[src/rtl/pkt_tx_scheduler_pkg.sv]
// Shared parameters and helpers for the packet transmit scheduler.
package pkt_tx_scheduler_pkg;

  localparam int BYTE_LEN           = 8;
  localparam int PACKET_BUFFER_SIZE = 2048;

  typedef logic [BYTE_LEN-1:0] byte_t;

  function automatic int clog2(input int value);
    int r;
    r = 0;
    for (int i = 0; i < 31; i++) begin
      if ((1 << i) < value) r = i + 1;
    end
    return r;
  endfunction

endpackage

[src/rtl/pkt_tx_scheduler_desc_fifo.sv]
// Synchronous descriptor FIFO; a push while full is refused even if a pop
// happens in the same cycle.
module desc_fifo
  import pkt_tx_scheduler_pkg::*;
#(
  parameter int WIDTH = 22,
  parameter int DEPTH = 4,
  localparam int PW   = clog2(DEPTH),
  localparam int CW   = clog2(DEPTH) + 1
) (
  input  logic             clk,
  input  logic             rst_n,
  input  logic             push_i,
  input  logic             pop_i,
  input  logic [WIDTH-1:0] data_i,
  output logic [WIDTH-1:0] data_o,
  output logic             full_o,
  output logic [CW-1:0]    count_o
);

  logic [WIDTH-1:0] mem_q [DEPTH];
  logic [PW-1:0]    wr_ptr_q;
  logic [PW-1:0]    rd_ptr_q;
  logic [CW-1:0]    count_q;
  logic             push_ok;
  logic             pop_ok;

  assign full_o  = (count_q == CW'(DEPTH));
  assign push_ok = push_i && !full_o;
  assign pop_ok  = pop_i && (count_q != '0);
  assign data_o  = mem_q[rd_ptr_q];
  assign count_o = count_q;

  always_ff @(posedge clk) begin
    if (push_ok) mem_q[wr_ptr_q] <= data_i;
  end

  always_ff @(posedge clk) begin
    if (!rst_n) begin
      wr_ptr_q <= '0;
      rd_ptr_q <= '0;
      count_q  <= '0;
    end else begin
      if (push_ok) wr_ptr_q <= wr_ptr_q + PW'(1);
      if (pop_ok)  rd_ptr_q <= rd_ptr_q + PW'(1);
      count_q <= count_q + CW'(push_ok) - CW'(pop_ok);
    end
  end

endmodule

[src/rtl/pkt_tx_scheduler.sv]
// Packet transmit scheduler: queues byte-range descriptors and launches them
// to the memory streamer. Define PKT_TX_SCHEDULER_IFG_EN to add an inter-frame gap.
module pkt_tx_scheduler
  import pkt_tx_scheduler_pkg::*;
#(
  parameter int RAM_SIZE   = PACKET_BUFFER_SIZE,
  parameter int DESC_DEPTH = 4,
  parameter int IFG_CYCLES = 48,
  localparam int AW        = clog2(RAM_SIZE),
  localparam int CW        = clog2(DESC_DEPTH) + 1
) (
  input  logic          clk,
  input  logic          rst_n,
  input  logic          desc_we,
  input  logic [AW-1:0] desc_start,
  input  logic [AW-1:0] desc_end,
  output logic          desc_full,
  output logic [CW-1:0] desc_count,
  output logic          desc_drop,
  input  logic          tx_enable,
  output logic          stream_start,
  output logic [AW-1:0] stream_read_start,
  output logic [AW-1:0] stream_read_end,
  input  logic          stream_outclk,
  output logic          pkt_done,
  output logic          busy
);

`ifdef PKT_TX_SCHEDULER_IFG_EN
  localparam int GW = clog2(IFG_CYCLES + 1);
  typedef enum logic [1:0] {ST_IDLE = 2'd0, ST_STREAM = 2'd1, ST_GAP = 2'd2} state_t;
  logic [GW-1:0] gap_q;
`else
  typedef enum logic {ST_IDLE = 1'b0, ST_STREAM = 1'b1} state_t;
`endif

  state_t          state_q;
  logic [AW-1:0]   rem_q;
  logic [AW-1:0]   rd_start_q;
  logic [AW-1:0]   rd_end_q;
  logic            stream_start_q;
  logic            pkt_done_q;
  logic            drop_q;
  logic [2*AW-1:0] head;
  logic [AW-1:0]   head_start;
  logic [AW-1:0]   head_end;
  logic [AW-1:0]   push_len;
  logic            push_req;
  logic            launch;

  // Lengths wrap modulo the buffer size, so a range may cross address zero.
  assign push_len   = desc_end - desc_start;
  assign push_req   = desc_we && !desc_full && (push_len != '0);
  assign launch     = (state_q == ST_IDLE) && tx_enable && (desc_count != '0);
  assign head_start = head[2*AW-1:AW];
  assign head_end   = head[AW-1:0];

  desc_fifo #(.WIDTH(2 * AW), .DEPTH(DESC_DEPTH)) u_desc_fifo (
    .clk     (clk),
    .rst_n   (rst_n),
    .push_i  (push_req),
    .pop_i   (launch),
    .data_i  ({desc_start, desc_end}),
    .data_o  (head),
    .full_o  (desc_full),
    .count_o (desc_count)
  );

  always_ff @(posedge clk) begin
    if (!rst_n) begin
      state_q        <= ST_IDLE;
      rem_q          <= '0;
      rd_start_q     <= '0;
      rd_end_q       <= '0;
      stream_start_q <= 1'b0;
      pkt_done_q     <= 1'b0;
      drop_q         <= 1'b0;
`ifdef PKT_TX_SCHEDULER_IFG_EN
      gap_q          <= '0;
`endif
    end else begin
      stream_start_q <= 1'b0;
      pkt_done_q     <= 1'b0;
      drop_q         <= desc_we && !push_req;
      case (state_q)
        ST_IDLE: begin
          if (launch) begin
            state_q        <= ST_STREAM;
            stream_start_q <= 1'b1;
            rd_start_q     <= head_start;
            rd_end_q       <= head_end;
            rem_q          <= head_end - head_start;
          end
        end
        ST_STREAM: begin
          if (stream_outclk) begin
            rem_q <= rem_q - AW'(1);
            if (rem_q == AW'(1)) begin
              pkt_done_q <= 1'b1;
`ifdef PKT_TX_SCHEDULER_IFG_EN
              state_q    <= ST_GAP;
              gap_q      <= GW'(IFG_CYCLES);
`else
              state_q    <= ST_IDLE;
`endif
            end
          end
        end
`ifdef PKT_TX_SCHEDULER_IFG_EN
        ST_GAP: begin
          gap_q <= gap_q - GW'(1);
          if (gap_q == GW'(1)) state_q <= ST_IDLE;
        end
`endif
        default: state_q <= ST_IDLE;
      endcase
    end
  end

  assign stream_start      = stream_start_q;
  assign stream_read_start = rd_start_q;
  assign stream_read_end   = rd_end_q;
  assign pkt_done          = pkt_done_q;
  assign desc_drop         = drop_q;
  assign busy              = (state_q != ST_IDLE);

endmodule

[config.mk]
export PLATFORM = sky130hd
export DESIGN_NAME = pkt_tx_scheduler
export DESIGN_NICKNAME = d
export VERILOG_FILES = /design/src/rtl/pkt_tx_scheduler_pkg.sv /design/src/rtl/pkt_tx_scheduler_desc_fifo.sv /design/src/rtl/pkt_tx_scheduler.sv
export SDC_FILE = /design/constraint.sdc
export NUM_CORES = 1
export LEC_CHECK = 0
export BUFFER_PORTS_ARGS = -buffer_cell sky130_fd_sc_hd__clkbuf_2
export CORE_MARGIN = 2
export CORE_UTILIZATION = 61
export CTS_BUF_LIST = sky130_fd_sc_hd__clkbuf_8
export DETAILED_ROUTE_END_ITERATION = 16
export PLACE_DENSITY = 0.85
export SETUP_SLACK_MARGIN = 0.1
export SLEW_MARGIN = 20
export SYNTH_ARGS = -nofsm -noshare
export SYNTH_HDL_FRONTEND = slang
export SYNTH_SLANG_ARGS = --single-unit
[constraint.sdc]
create_clock -name clk -period 4.45 [get_ports clk]
set_clock_uncertainty 0.2 [all_clocks]
set_input_delay 0.2225 -clock clk [delete_from_list [all_inputs] [get_ports clk]]
set_output_delay 0.2225 -clock clk [all_outputs]
set_load 0.005 [all_outputs]
### After elaboration in Yosys (flattened, before gate mapping)

Memories as Yosys holds them, arrays and structs flattened. A register that Yosys moved wholly into a read port is not among the register bits.
Cells that the tools add are included.
Widths: inputs -> output; s select.

* flip-flop bits (word level): 44
* RAM bits: 88
* bits of input ports: 27
* output and inout bits: 30
* word-level logic and storage cells: 51
* memories kept: 1

* add/sub/neg operators: 7
* equality and inequality tests: 4
* mux-type cells: 12
* bitwise operators: 2
* reductions and logical operators: 15

Memory list
* u_desc_fifo.mem_q: words 4, bits a word 22, rd ports 1, clocked after memory_dff 1, write ports 1, line pkt_tx_scheduler_desc_fifo.sv:21 `logic [WIDTH-1:0] mem_q [DEPTH];`

Operator list (count)
* $mux 11: 2
* $pmux 11 s2: 1
* $sub 11x11->11: 2
* $eq 11x1->1 const B: 1
* $reduce_bool 11->1: 1
* $sub 11x1->11 const B: 1
* $logic_and 1x1->1: 7
* $mux 1: 6
* $add 2x1->2 const B: 2
* $mux 2: 2
* $reduce_and 2->1: 2
* $add 3x1->3: 1
* $eq 3x3->1 const B: 1
* $reduce_and 3->1: 1
* $reduce_bool 3->1: 1
* $sub 3x1->3: 1
* $logic_not 1->1: 2
* $ne 2x1->1 const B: 1
* $ne 2x2->1 const B: 1
* $not 1->1: 2
* $pmux 1 s2: 1
* $reduce_or 2->1: 1

### Longest topological paths before layout

Gate-level depths: netlist of the first run.

* depth after elaboration: 7
* mapped depth: 14
* mapped depth without buffers: 14

### Cells and area by module

From an unflattened synthesis of the first run, not the netlist that was laid out.

* cells, all modules: 504
* area, all modules: 6262.3 µm²

By module, submodules not included
* desc_fifo: instances 1, cells each 161, area an instance 3651.0 µm², sequential area each 2822.7 µm²
* pkt_tx_scheduler: instances 1, cells each 343, area an instance 2611.3 µm², sequential area each 740.7 µm²

### Worst setup path before layout of the first run

Ideal clock, no wire load.

* path type: input port to flip-flop
* from: input desc_start[3]
* to: register u_desc_fifo.count_q[2] (netlist: u_desc_fifo.count_o[2])
* library setup time: 0.115 ns
* arrival: 2.773 ns
* required time: 4.135 ns
* setup slack: 1.362 ns
* stages on the path: 14
* buffers on the path: 0
* cell sequence: inv_1 -> ha_1 -> o21a_1 -> o31ai_4 -> a21oi_2 -> mux2_2 -> nor4b_4 -> a31o_4 -> inv_2 -> ha_1 -> fa_1 -> xnor2_1 -> xnor2_1 -> and2_1

* longest elaborated chain between the ends: 6

RTL lines
* start: declaration: line pkt_tx_scheduler.sv:15 `input logic [AW-1:0] desc_start,`
* $sub 11x11->11: line pkt_tx_scheduler.sv:52 `assign push_len = desc_end - desc_start;`
* $reduce_bool 11->1: line pkt_tx_scheduler.sv:53 `assign push_req = desc_we && !desc_full && (push_len != '0);`
* $logic_and 1x1->1: line pkt_tx_scheduler.sv:53
* $logic_and 1x1->1: line pkt_tx_scheduler_desc_fifo.sv:29 `assign push_ok = push_i && !full_o;`
* via u_desc_fifo.push_ok: line pkt_tx_scheduler_desc_fifo.sv:25 `logic push_ok;`
* $add 3x1->3: line pkt_tx_scheduler_desc_fifo.sv:46 `count_q <= count_q + CW'(push_ok) - CW'(pop_ok);`
* $sub 3x1->3: line pkt_tx_scheduler_desc_fifo.sv:46
* end signal: assignment: line pkt_tx_scheduler_desc_fifo.sv:46
* end: declaration: line pkt_tx_scheduler_desc_fifo.sv:24 `logic [CW-1:0] count_q;`

The timed path passes the listed nets, and every way through them passes these cells.
A chain may end at the register's enable or synchronous reset.

### Final worst setup path of the first run

* from: input desc_start[8]
* to: memory u_desc_fifo.mem_q[3][8], enable pin

* longest elaborated chain between the ends: 6

RTL lines
* $sub 11x11->11: line pkt_tx_scheduler.sv:52
* $reduce_bool 11->1: line pkt_tx_scheduler.sv:53
* $logic_and 1x1->1: line pkt_tx_scheduler.sv:53
* $logic_and 1x1->1: line pkt_tx_scheduler_desc_fifo.sv:29
* via u_desc_fifo.push_ok: line pkt_tx_scheduler_desc_fifo.sv:25
* $mux 1: line pkt_tx_scheduler_desc_fifo.sv:35 `if (push_ok) mem_q[wr_ptr_q] <= data_i;`
* $mux 1 (implied by the code): line pkt_tx_scheduler_desc_fifo.sv:35
* end: declaration: line pkt_tx_scheduler_desc_fifo.sv:21

The timed path passes the listed nets, and every way through them passes these cells.

==> results of run 1 <==
## critical path, delay by kind of cell
family | cells | cell delay [ns]
AND/OR/NAND/NOR | 4 | 1.37
AO/OA/AOI/OAI | 3 | 0.50
adder cells (fa/ha/maj) | 1 | 0.37
buffers and inverters | 5 | 1.20
## worst max path at each step
stage / from / endpoint / cells after the start
final: desc_start[8] / u_desc_fifo.mem_q[3][8] / 13
after global routing: desc_start[3] / u_desc_fifo.count_o[2] / 15
after CTS: desc_start[8] / u_desc_fifo.mem_q[1][2] / 13
after detailed placement: desc_start[8] / u_desc_fifo.mem_q[1][9] / 12
after global placement: desc_start[8] / u_desc_fifo.mem_q[1][8] / 12
after floorplan: desc_start[3] / u_desc_fifo.count_o[2] / 14
## cell type report
cell class,count,area share [%]
sequential,134,49.27
inverter,37,1.920
tap,133,2.301
clock inverter,15,1.834
multi-input combinational,295,33.20
timing repair buffer,90,8.235
clock buffer,17,3.235
## Yosys cell counts (all sizes together) (3+ instances only)
| library cell | n | share of area, % |
|---|---|---|
| edfxtp | 88 | 43 |
| nand2 | 67 | 4.1 |
| dfxtp | 46 | 15 |
| inv | 37 | 2.3 |
| ha | 28 | 5.7 |
| a21boi | 23 | 2.8 |
| mux4 | 22 | 8.0 |
| a21oi | 16 | 1.4 |
| o21ai | 16 | 1.3 |
| nor2 | 13 | 0.79 |
| and2 | 12 | 1.2 |
| clkbuf | 12 | 0.73 |
| nor2b | 10 | 1.1 |
| xnor2 | 10 | 1.4 |
| o21a | 8 | 0.97 |
| buf | 5 | 0.36 |
| mux2i | 5 | 0.81 |
| nand3 | 5 | 0.41 |
| nor3 | 4 | 0.32 |
| xor2 | 4 | 0.57 |
| o22ai | 3 | 0.30 |
| or2 | 3 | 0.30 |
| or3 | 3 | 0.30 |
## flip-flops by register name, indices dropped and copies added (netlist names), named ones only
register / flops
busy: 1
desc_drop: 1
pkt_done: 1
rem_q: 11
stream_read_end: 11
stream_read_start: 11
stream_start: 1
u_desc_fifo.count_o: 3
u_desc_fifo.mem_q: 88
u_desc_fifo.rd_ptr_q: 2
u_desc_fifo.wr_ptr_q: 2
## power breakdown
group / switching [W] / total (W) / internal [W]
sequential: 0.000112 / 0.00164 / 0.00153
combinational: 0.000945 / 0.00169 / 0.000743
clock: 0.000529 / 0.000937 / 0.000407
total: 0.00159 / 0.00427 / 0.00268
## stage by stage
stage | worst slack, ns | utilization, % | cells | hold slack [ns] | cell area, sq um
5_1_grt | 0.5466 | 73.65 | 721 | 0.2213 | 7232
6_report | 0.7220 | 73.65 | 721 | 0.1969 | 7232
3_3_place_gp | 1.051 | 67.47 | 665 | 0.2543 | 6625
2_1_floorplan | 1.362 | - | 483 | 0.1214 | 6171
3_5_place_dp | 0.9056 | 67.47 | 665 | 0.2622 | 6625
4_1_cts | 0.8169 | 73.65 | 721 | 0.1859 | 7232
## logic make-up after synthesis
family / synth area share (%)
AO/OA/AOI/OAI: 11.62
AND/OR/NAND/NOR: 9.955
adder cells (fa/ha/maj): 6.326
flip-flops: 57.75
XOR/XNOR: 1.987
buffers and inverters: 3.345
multiplexers: 9.023
## per-layer routing
layer / part of all wire, % / vias up / routed length (microns) / GRT usage (%)
li1: - / 1959 / - / -
met1: 39 / 2050 / 5468 / 33.52
met2: 53 / 169 / 7346 / 47.62
met3: 6.0 / 22 / 830 / 4.866
met4: 1.7 / 0 / 238 / 9.524
met5: 0 / - / 0 / 0
==> impl_summary.txt, run 1 <==
----------------------------------------------------
[Drt]
  Overall via count from detail_route ... 4200
  Drt drc ... 0
  Average vias per placed instance ... 5.825
  Total length of routed wires ... 13880 microns
  Per-cell routed wire length ... 19.26 microns
  Antenna Violating Nets Remaining ... 0
  Detailed router's first-iteration violation count ... 251
  Count of TritonRoute iterations in the first routing pass ... 5

[STA]
  Setup violations, final ... 0
  Max-slew violation count ... 0
  Period Utilization, post-route ... 83.77%
  Unrepaired setup endpoints after global routing ... no
  Final hold viol count ... 0
  Highest achievable clock rate ... 268.2 MHz
  Remaining max-slew budget at the tightest pin ... 45.92%
  Accumulated negative setup slack ... 0 ns
  Transition time at the pin with the least slew margin ... 0.8111 ns
  Min cycle time layout ... 3.728 ns

[Clocking]
  Root Driver ... sky130_fd_sc_hd__clkbuf_8
  Count of clock tree sinks ... 134
  CTS buffer count ... 17
  Clock insertion delay at the later pin of the skew report ... 0.44 ns
  Maximum count of clock buffers along a single path ... 2
  TritonCTS clock tree ... done
  CTS hold repair buffers ... 24
  Clock input transition at the sequential cells of the worst setup and hold paths ... 0.08 ns
  H-tree level count ... 4
  Buffers inserted by post-CTS timing repair ... 0
  Post-CTS sizing ... 0

[Min path]
  Worst hold path type ... primary input to flip-flop
  Hold wc startpoint ... tx_enable
  Cell depth of the worst hold path ... 5
  Worst hold path endpoint ... stream_read_end[5]

[Finish]
  Area overhead of the layout relative to synthesis ... 17.19%
  Footprint of the multi-input gates ... 0.002401 sq mm
  Top library cells by usage in the layout, fill and taps aside ... 88 x sky130_fd_sc_hd__edfxtp_1, 67 x sky130_fd_sc_hd__nand2_1, 56 x sky130_fd_sc_hd__clkbuf_2
  Final net count ... 632
  Most frequent standard cell in the layout excluding fill and tap cells ... sky130_fd_sc_hd__edfxtp_1
  Proportion of layout cells with a drive suffix above 1 ... 22.62%
  Filler Cell Count ... 622
  Number of antenna cells inserted ... 0
  Footprint of the flip-flops and latches ... 0.003563 sq mm

[Worst setup path]
  Longest individual stage delay on the worst path ... 0.56 ns
  Required arrival time at the worst endpoint ... 4.38 ns
  Endpoint kind of the worst setup timing path ... flip-flop
  Minimum setup slack among reg-to-reg paths ... 1.02 ns
  Depth of the worst register-to-register path ... 12
  Max Fanout on Critical Path ... 12
  Launching element type of the critical path ... primary input
  CP max stage cell ... sky130_fd_sc_hd__and2_1
  Cell Chain, Critical Path ... dlygate4sd3_1 -> clkbuf_2 -> inv_1 -> ha_1 -> or4b_1 -> nor2b_1 -> o221ai_1 -> a211oi_1 -> nor4b_4 -> a31o_4 -> inv_2 -> and2_1 -> buf_4
  WP data arrival ... 3.66 ns
  Worst reg2reg endpoint ... rem_q[6]
  Critical path start-end classification ... primary input to flip-flop

[Floorplanning]
  Number of ports placed on the die boundary ... 57
  Die boundary width ... 104.6 microns
  Floorplan die area ... 0.01094 sq mm
  Core Box Area ... 0.009819 sq mm
  Initial Util ... 62.84%
  Row cnt ... 36
  Floorplan die height ... 104.6 microns

[Logic synthesis]
  Synthesized netlist cell count ... 483
  Register bit count reported by yosys ... 134
  Count of flip-flops with a built-in enable after synthesis ... 88
  Syn. warnings ... 0
  Net count after synthesis ... 540
  Mean instance size in the synthesized netlist ... 12.78 sq um
  Number of distinct library cells after synthesis ... 62
  Primary FF master, synth ... sky130_fd_sc_hd__edfxtp_1
  Async S/R FF share, synth ... 0%
  Synthesized cell area ... 0.006171 sq mm
  Sequential share of the synthesized area ... 57.75%

[Status]
  Run status ... finished clean

[Placement]
  Hpwl dp ... 9074 microns
  Final Wtd Congestion ... 0.8834
  IO Port Bufs ... 56

[GRT]
  Wire length of the first global-routing pass ... 22290 microns
  Pin count of the biggest net entering global routing ... 49
  Via count of the first global-routing pass ... 4261
  Overflow after GRT ... 0
  Global Route Usage Sum ... 26.99%
  Initial antenna violation count ... 0

[Power]
  Peak supply drop ... 0.2995 mV
  Total power draw ... 0.004267 W
  Power density cells ... 590.0 mW/mm^2
  Leak ... 2.795 nW

[Job]
  MaxCap Viol Count ... 0

----------------------------------------------------
No activity file was read; power rests on OpenSTA's default activity.
==> run 2: changes to the inputs <==
--- a/config.mk
+++ b/config.mk
@@ -5,12 +5,13 @@
 export SDC_FILE = /design/constraint.sdc
 export NUM_CORES = 1
 export LEC_CHECK = 0
+export ABC_AREA = 1
 export BUFFER_PORTS_ARGS = -buffer_cell sky130_fd_sc_hd__clkbuf_2
 export CORE_MARGIN = 2
-export CORE_UTILIZATION = 61
+export CORE_UTILIZATION = 56
 export CTS_BUF_LIST = sky130_fd_sc_hd__clkbuf_8
 export DETAILED_ROUTE_END_ITERATION = 16
-export PLACE_DENSITY = 0.85
+export PLACE_DENSITY = 0.82
 export SETUP_SLACK_MARGIN = 0.1
 export SLEW_MARGIN = 20
 export SYNTH_ARGS = -nofsm -noshare
==> constraint.sdc (replaced) <==
create_clock -name clk -period 3.2 [get_ports clk]
set_clock_uncertainty 0.2 [all_clocks]
set_input_delay 0.16 -clock clk [delete_from_list [all_inputs] [get_ports clk]]
set_output_delay 0.16 -clock clk [all_outputs]
set_load 0.005 [all_outputs]
==> run 2 against run 1 <==
Via count is 22% higher. Area after synthesis is 3.4% higher. Register-to-register slack worse by 0.75 ns. Hold slack worse by 0.092 ns. Critical path depth stayed put. Routed wire length is 7.8% higher. Final cell count is 28% higher. Non-clock buffer count is 11 higher. Die area is 12% higher. Critical endpoint is now rem_q[8]. Largest cell class unchanged. Largest power group unchanged.
==> impl_summary.txt, run 2 <==
----------------------------------------------------
[Drt]
  Total length of routed wires ... 14960 microns (+7.8%)
  Per-cell routed wire length ... 16.19 microns (-16%)
  Count of TritonRoute iterations in the first routing pass ... 5 (unchanged)
  Overall via count from detail_route ... 5108 (+22%)
  Antenna Violating Nets Remaining ... 0 (unchanged)
  Average vias per placed instance ... 5.528 (-5.1%)
  Drt drc ... 0 (unchanged)
  Detailed router's first-iteration violation count ... 460 (+83%)

[Logic synthesis]
  Synthesized cell area ... 0.006381 sq mm (+3.4%)
  Net count after synthesis ... 733 (+36%)
  Synthesized netlist cell count ... 676 (+40%)
  Library cell with the highest instance count after synthesis ... sky130_fd_sc_hd__nand2_1
  Sequential share of the synthesized area ... 55.84% (-1.9 points)
  Async S/R FF share, synth ... 0% (unchanged)
  Register bit count reported by yosys ... 134 (unchanged)
  Count of flip-flops with a built-in enable after synthesis ... 88 (unchanged)
  Mean instance size in the synthesized netlist ... 9.440 sq um (-26%)
  Top cells by area, synth ... sky130_fd_sc_hd__edfxtp_1 41%, sky130_fd_sc_hd__dfxtp_1 14%, sky130_fd_sc_hd__nand2_1 8.5%
  Commonest cells in the netlist ... 145 x sky130_fd_sc_hd__nand2_1, 88 x sky130_fd_sc_hd__edfxtp_1, 69 x sky130_fd_sc_hd__inv_1
  Syn. warnings ... 0 (unchanged)
  Primary FF master, synth ... sky130_fd_sc_hd__edfxtp_1
  Number of distinct library cells after synthesis ... 45 (-27%)
  Cell type contributing the most total cell area after synthesis ... sky130_fd_sc_hd__edfxtp_1
  Top cell type's share of synthesized area ... 41.41% (-1.4 points)

[Power]
  Cell-internal power ... 0.004045 W (+51%)
  Sw Share ... 37.94% (+0.76 points)
  Leak ... 3.311 nW (+18%)
  Peak supply drop ... 0.4393 mV (+47%)
  Combinational power share ... 40.6% (+1.0 points)
  Power density cells ... 848.5 mW/mm^2 (+44%)
  Clock network power share ... 23.4% (+1.5 points)
  Sequential group share of total power ... 36.0% (-2.5 points)
  Reported net switching power ... 0.002473 W (+56%)

[Worst setup path]
  Critical path start-end classification ... flip-flop to flip-flop
  Depth of the worst register-to-register path ... 13 (+1)
  Required arrival time at the worst endpoint ... 3.31 ns (-1.07 ns)
  WP data arrival ... 3.03 ns (-0.63 ns)
  Max Fanout on Critical Path ... 33 (+21)
  Endpoint kind of the worst setup timing path ... flip-flop
  Launching element type of the critical path ... flip-flop

[STA]
  Hold slack ... 0.1054 ns (-0.09154 ns)
  Transition time at the pin with the least slew margin ... 0.5546 ns (-0.2566 ns)
  Accumulated negative setup slack ... 0 ns (unchanged)
  Unrepaired setup endpoints after global routing ... yes
  Remaining max-slew budget at the tightest pin ... 63.03% (+17 points)
  Min cycle time layout ... 2.928 ns
  Setup violations, final ... 0 (unchanged)
  Final hold viol count ... 0 (unchanged)
  Max-slew violation count ... 0 (unchanged)
  Highest achievable clock rate ... 341.5 MHz
  Period Utilization, post-route ... 91.51%

[Status]
  Run status ... finished clean

[Floorplanning]
  Floorplan die area ... 0.01226 sq mm (+12%)
  Row cnt ... 38 (+5.6%)
  Core Box Area ... 0.01098 sq mm (+12%)
  Initial Util ... 58.10% (-4.7 points)
  Floorplan die height ... 110.7 microns (+5.9%)
  Number of ports placed on the die boundary ... 57 (unchanged)
  Die boundary width ... 110.7 microns (+5.9%)

[Finish]
  Proportion of layout cells with a drive suffix above 1 ... 17.98% (-4.6 points)
  Cell Count, Final, Fillers Out ... 924 (+28%)
  Top register by number of flip-flops ... u_desc_fifo.mem_q
  Number of antenna cells inserted ... 0 (unchanged)
  Top library cells by usage in the layout, fill and taps aside ... 144 x sky130_fd_sc_hd__nand2_1, 88 x sky130_fd_sc_hd__edfxtp_1, 70 x sky130_fd_sc_hd__inv_1
  Flip-flop count of the largest register after layout ... 88 (unchanged)
  Final net count ... 828 (+31%)
  Area overhead of the layout relative to synthesis ... 20.37%
  Most frequent standard cell in the layout excluding fill and tap cells ... sky130_fd_sc_hd__nand2_1

[Min path]
  Cell depth of the worst hold path ... 3 (-2)
  Worst hold path type ... primary input to flip-flop

[Clocking]
  Count of clock tree sinks ... 134 (unchanged)
  Clock input transition at the sequential cells of the worst setup and hold paths ... 0.08 ns (about the same)
  Clock insertion delay at the later pin of the skew report ... 0.43 ns (about the same)
  CTS buffer count ... 17 (unchanged)
  TritonCTS clock tree ... done
  H-tree level count ... 4 (unchanged)
  Buffers inserted by post-CTS timing repair ... 0 (unchanged)
  Maximum count of clock buffers along a single path ... 2 (unchanged)
  Root Driver ... sky130_fd_sc_hd__clkbuf_8

[GRT]
  Via count of the first global-routing pass ... 5070 (+19%)
  Wire length of the first global-routing pass ... 24270 microns (+8.9%)
  Overflow after GRT ... 0 (unchanged)
  Initial antenna violation count ... 0 (unchanged)
  Pin count of the biggest net entering global routing ... 40 (-18%)
  Global Route Usage Sum ... 24.74% (-2.2 points)

[Placement]
  Cell total after placement ... 867 (+30%)
  Final Wtd Congestion ... 0.9304 (+5.3%)
  IO Port Bufs ... 56 (unchanged)
  Hpwl dp ... 10460 microns (+15%)

[Job]
  MaxCap Viol Count ... 0 (unchanged)

----------------------------------------------------
-- run 2: worst max-delay path, cell delays in order, from the launching register on --
cell                       delay, ns
sky130_fd_sc_hd__dfxtp_1        0.40
sky130_fd_sc_hd__buf_8          0.24
sky130_fd_sc_hd__nand2_1        0.08
sky130_fd_sc_hd__a32o_1         0.28
sky130_fd_sc_hd__ha_1           0.23
sky130_fd_sc_hd__fa_1           0.40
sky130_fd_sc_hd__inv_1          0.08
sky130_fd_sc_hd__nand3_1        0.08
sky130_fd_sc_hd__nand2_1        0.13
sky130_fd_sc_hd__a21boi_1       0.12
sky130_fd_sc_hd__o21ai_0        0.22
sky130_fd_sc_hd__a21oi_1        0.10
sky130_fd_sc_hd__o21ai_0        0.11
sky130_fd_sc_hd__a31oi_1        0.13
-- run 2: kinds of logic (layout without fill, tap and decap cells) --
group | count (synthesis) | count (layout) | share of synthesized area (%)
compound gates | 150 | 150 | 13.59
xor+xnor | 16 | 16 | 2.196
fa+ha+maj | 30 | 30 | 6.118
buf+inv | 102 | 210 | 6.157
flops | 134 | 134 | 55.84
simple gates | 244 | 244 | 16.10
-- run 2: layout make-up --
cell class	count	area, sq um
multi-input combinational	440	2507
clock buffer	19	261.5
clock inverter	13	178.9
fill	821	3302
inverter	77	294.0
tap	140	175.2
timing repair buffer	101	700.7
sequential	134	3563
-- run 2: through the flow --
| step | utilization, % | cell area, sq um | power, W | worst slack (ns) |
|---|---|---|---|---|
| after floorplan | - | 6381 | 0.004120 | 0.4826 |
| after global placement | 62.80 | 6898 | 0.004804 | 0.2966 |
| after global routing | 69.94 | 7681 | 0.006954 | 0.09568 |
| after CTS | 69.09 | 7589 | 0.006460 | 0.2068 |
| after detailed placement | 62.80 | 6898 | 0.004906 | 0.2882 |
| final | 69.94 | 7681 | 0.006517 | 0.2717 |
-- run 2: power groups by stage --
stage	logic (W)	clock network (W)	registers [W]
floorplan	0.00178	0	0.00234
global placement	0.00245	0	0.00235
detailed placement	0.00254	0	0.00237
CTS	0.00259	0.00153	0.00234
global route	0.00296	0.00162	0.00237
finish	0.00265	0.00152	0.00234
-- run 2: per-layer routing --
| layer | vias up | routed length, microns | GRT usage, % | share of wire (%) |
|---|---|---|---|---|
| met4 | 0 | 367 | 8.333 | 2.5 |
| met2 | 182 | 7563 | 43.64 | 51 |
| met3 | 33 | 672 | 5.249 | 4.5 |
| li1 | 2486 | - | - | - |
| met1 | 2407 | 6357 | 30.21 | 42 |
| met5 | - | 0 | 0 | 0 |
-- run 2: path summary, 6_finish.rpt --
check,from,to,slack (ns)
worst max-delay path,flip-flop,rem_q[8],0.27
worst min register to register,stream_read_end[6],stream_read_end[6],0.27
worst max register to register,flip-flop,rem_q[8],0.27
worst min-delay path,rst_n,u_desc_fifo.count_o[0],0.11
-- run 2: repair_timing --
item	CTS	global route
hold endpoints to repair	95	0
setup endpoints to repair	0	4
hold buffers	25	0
gates resized for setup	0	14
==> run 3: changes to the inputs <==
--- a/config.mk
+++ b/config.mk
@@ -5,7 +5,6 @@
 export SDC_FILE = /design/constraint.sdc
 export NUM_CORES = 1
 export LEC_CHECK = 0
-export ABC_AREA = 1
 export BUFFER_PORTS_ARGS = -buffer_cell sky130_fd_sc_hd__clkbuf_2
 export CORE_MARGIN = 2
 export CORE_UTILIZATION = 56
==> run 3 against run 2 <==
Clock power shrank 14%. Global-route usage grew 0.59 points. Highest routed layer unchanged. Routed wire length shrank 5.4%. Via count shrank 17%. Combinational power shrank 3%. Flip-flop and latch count is the same.
==> impl_summary.txt, run 3 (same netlist as run 1, synthesis figures left out) <==
----------------------------------------------------
[Min path]
  Worst hold path type ... primary input to flip-flop
  Hold wc startpoint ... tx_enable
  Worst hold path endpoint ... stream_read_start[9]
  Cell depth of the worst hold path ... 5 (+2)

[Job]
  MaxCap Viol Count ... 0 (unchanged)

[Floorplanning]
  Floorplan die area ... 0.01188 sq mm (-3.2%)
  Core Box Area ... 0.01079 sq mm (-1.7%)
  Number of ports placed on the die boundary ... 57 (unchanged)
  Initial Util ... 57.18% (-0.92 points)
  Die boundary width ... 109.0 microns (-1.6%)
  Floorplan die height ... 109.0 microns (-1.6%)
  Row cnt ... 38 (unchanged)

[Drt]
  Total length of routed wires ... 14150 microns (-5.4%)
  Drt drc ... 0 (unchanged)
  Antenna Violating Nets Remaining ... 0 (unchanged)
  Average vias per placed instance ... 5.614 (+1.5%)
  Detailed router's first-iteration violation count ... 371 (-19%)
  Per-cell routed wire length ... 18.80 microns (+16%)
  Count of TritonRoute iterations in the first routing pass ... 5 (unchanged)
  Overall via count from detail_route ... 4227 (-17%)

[Worst setup path]
  Max Fanout on Critical Path ... 7 (-79%)
  Worst reg2reg endpoint ... rem_q[6]
  Required arrival time at the worst endpoint ... 3.35 ns (+0.04 ns)
  Endpoint kind of the worst setup timing path ... flip-flop
  Critical path start-end classification ... flip-flop to flip-flop
  WP data arrival ... 3.20 ns (+0.17 ns)
  Cell Chain, Critical Path ... buf_12 -> mux4_2 -> ha_1 -> nor2b_1 -> o21a_1 -> o21a_1 -> o21a_1 -> or3_1 -> a32oi_1 -> nor2_1
  Launching element type of the critical path ... flip-flop
  CP max stage cell ... sky130_fd_sc_hd__mux4_2
  Minimum setup slack among reg-to-reg paths ... 0.15 ns (-0.12 ns)
  Depth of the worst register-to-register path ... 10 (-3)
  Longest individual stage delay on the worst path ... 0.55 ns (+0.15 ns)
  Cell occurring most often along the worst timing path ... sky130_fd_sc_hd__o21a_1

[STA]
  Max-slew violation count ... 0 (unchanged)
  Period Utilization, post-route ... 95.26% (+3.8 points)
  Final worst setup slack ... 0.1516 ns (-0.1201 ns)
  Min cycle time layout ... 3.048 ns (+0.1201 ns)
  Setup violations, final ... 0 (unchanged)
  Remaining max-slew budget at the tightest pin ... 47.28% (-16 points)
  Transition time at the pin with the least slew margin ... 0.7908 ns (+0.2363 ns)
  Highest achievable clock rate ... 328.0 MHz (-3.9%)
  Final hold viol count ... 0 (unchanged)
  Unrepaired setup endpoints after global routing ... yes

[GRT]
  Overflow after GRT ... 0 (unchanged)
  Global Route Usage Sum ... 25.33% (+0.59 points)
  Initial antenna violation count ... 0 (unchanged)
  Wire length of the first global-routing pass ... 21740 microns (-10%)
  Pin count of the biggest net entering global routing ... 49 (+23%)
  Via count of the first global-routing pass ... 4233 (-17%)

[Placement]
  Hpwl dp ... 9218 microns (-12%)
  Post-placement setup slack ... -0.1798 ns (-0.4680 ns)
  IO Port Bufs ... 56 (unchanged)
  Final Wtd Congestion ... 0.8570 (-7.9%)

[Finish]
  Top library cells by usage in the layout, fill and taps aside ... 88 x sky130_fd_sc_hd__edfxtp_1, 67 x sky130_fd_sc_hd__nand2_1, 56 x sky130_fd_sc_hd__clkbuf_2
  Top register by number of flip-flops ... u_desc_fifo.mem_q
  Number of antenna cells inserted ... 0 (unchanged)
  Area overhead of the layout relative to synthesis ... 22.69%
  Most frequent standard cell in the layout excluding fill and tap cells ... sky130_fd_sc_hd__edfxtp_1
  Proportion of layout cells with a drive suffix above 1 ... 26.75% (+8.8 points)
  Flip-flop count of the largest register after layout ... 88 (unchanged)
  Final net count ... 657 (-21%)
  Filler Cell Count ... 716 (-13%)

[Status]
  Run status ... finished clean

[Clocking]
  Count of clock tree sinks ... 134 (unchanged)
  Root Driver ... sky130_fd_sc_hd__clkbuf_8
  CTS buffer count ... 17 (unchanged)
  Maximum count of clock buffers along a single path ... 2 (unchanged)
  TritonCTS clock tree ... done
  H-tree level count ... 4 (unchanged)
  Clock insertion delay at the later pin of the skew report ... 0.46 ns (+0.03 ns)
  Clock input transition at the sequential cells of the worst setup and hold paths ... 0.08 ns (about the same)

[Power]
  Power density cells ... 815.2 mW/mm^2 (-3.9%)
  Peak supply drop ... 0.4092 mV (-6.9%)
  Leak ... 2.946 nW (-11%)
  Total power draw ... 0.006172 W (-5.3%)

----------------------------------------------------
[run 3: where the power goes]
group,internal [W],switching (W),total (W),leakage (nW)
Sequential,0.00213,0.000159,0.00229,1.18
Combinational,0.00122,0.00135,0.00258,1.58
Clock,0.000615,0.000690,0.00131,0.182
[run 3: worst max-delay path by stage]
stage	end	slack [ns]	cells past startpoint
floorplan	rem_q[6]	0.14	12
global placement	u_desc_fifo.count_o[2]	-0.11	15
detailed placement	u_desc_fifo.count_o[2]	-0.18	15
CTS	rem_q[10]	0.12	11
global route	rem_q[10]	0.04	10
finish	rem_q[6]	0.15	10
[run 3: layout make-up]
| type | count | area, sq um | share of cell area, % |
|---|---|---|---|
| inverters | 37 | 138.9 | 1.834 |
| clock buffers | 17 | 234.0 | 3.090 |
| well taps | 140 | 175.2 | 2.314 |
| clock inverters | 15 | 128.9 | 1.702 |
| repair buffers | 115 | 885.9 | 11.70 |
| flip-flops and latches | 134 | 3567 | 47.12 |
| multi-input cells | 295 | 2441 | 32.24 |
[run 3: what timing repair did]
item	4_1_cts	5_1_grt
gates cloned	1	0
buffers inserted	4	2
pin swaps	1	3
hold buffers	24	0
endpoints found under the hold margin	91	0
setup endpoints to repair	2	6
resized for setup	4	11
[run 3: through the flow]
step	TNS (ns)	hold slack, ns	cells	area, sq um	utilization (%)
2_1_floorplan	0	0.05887	483	6171	-
3_3_place_gp	-0.1113	0.1833	690	6844	63.41
3_5_place_dp	-0.1798	0.1851	690	6844	63.41
4_1_cts	0	0.1147	751	7511	69.59
5_1_grt	0	0.1562	753	7571	70.15
6_report	0	0.1242	753	7571	70.15
[run 3: critical path, delay by kind of cell (launching register included)]
kind	cells	cell delay [ns]
AOI/OAI and AO/OA	4	0.76
muxes	1	0.55
and+or+nand+nor	3	0.52
DFF	1	0.41
adders and majority gates	1	0.36
buffers and inverters	1	0.15
[run 3: per-layer routing]
metal / wire (microns) / global-route usage [%]
met4: 342 / 9.615
met1: 5587 / 30.78
met2: 7344 / 42.41
met3: 879 / 7.890
met5: 0 / 0
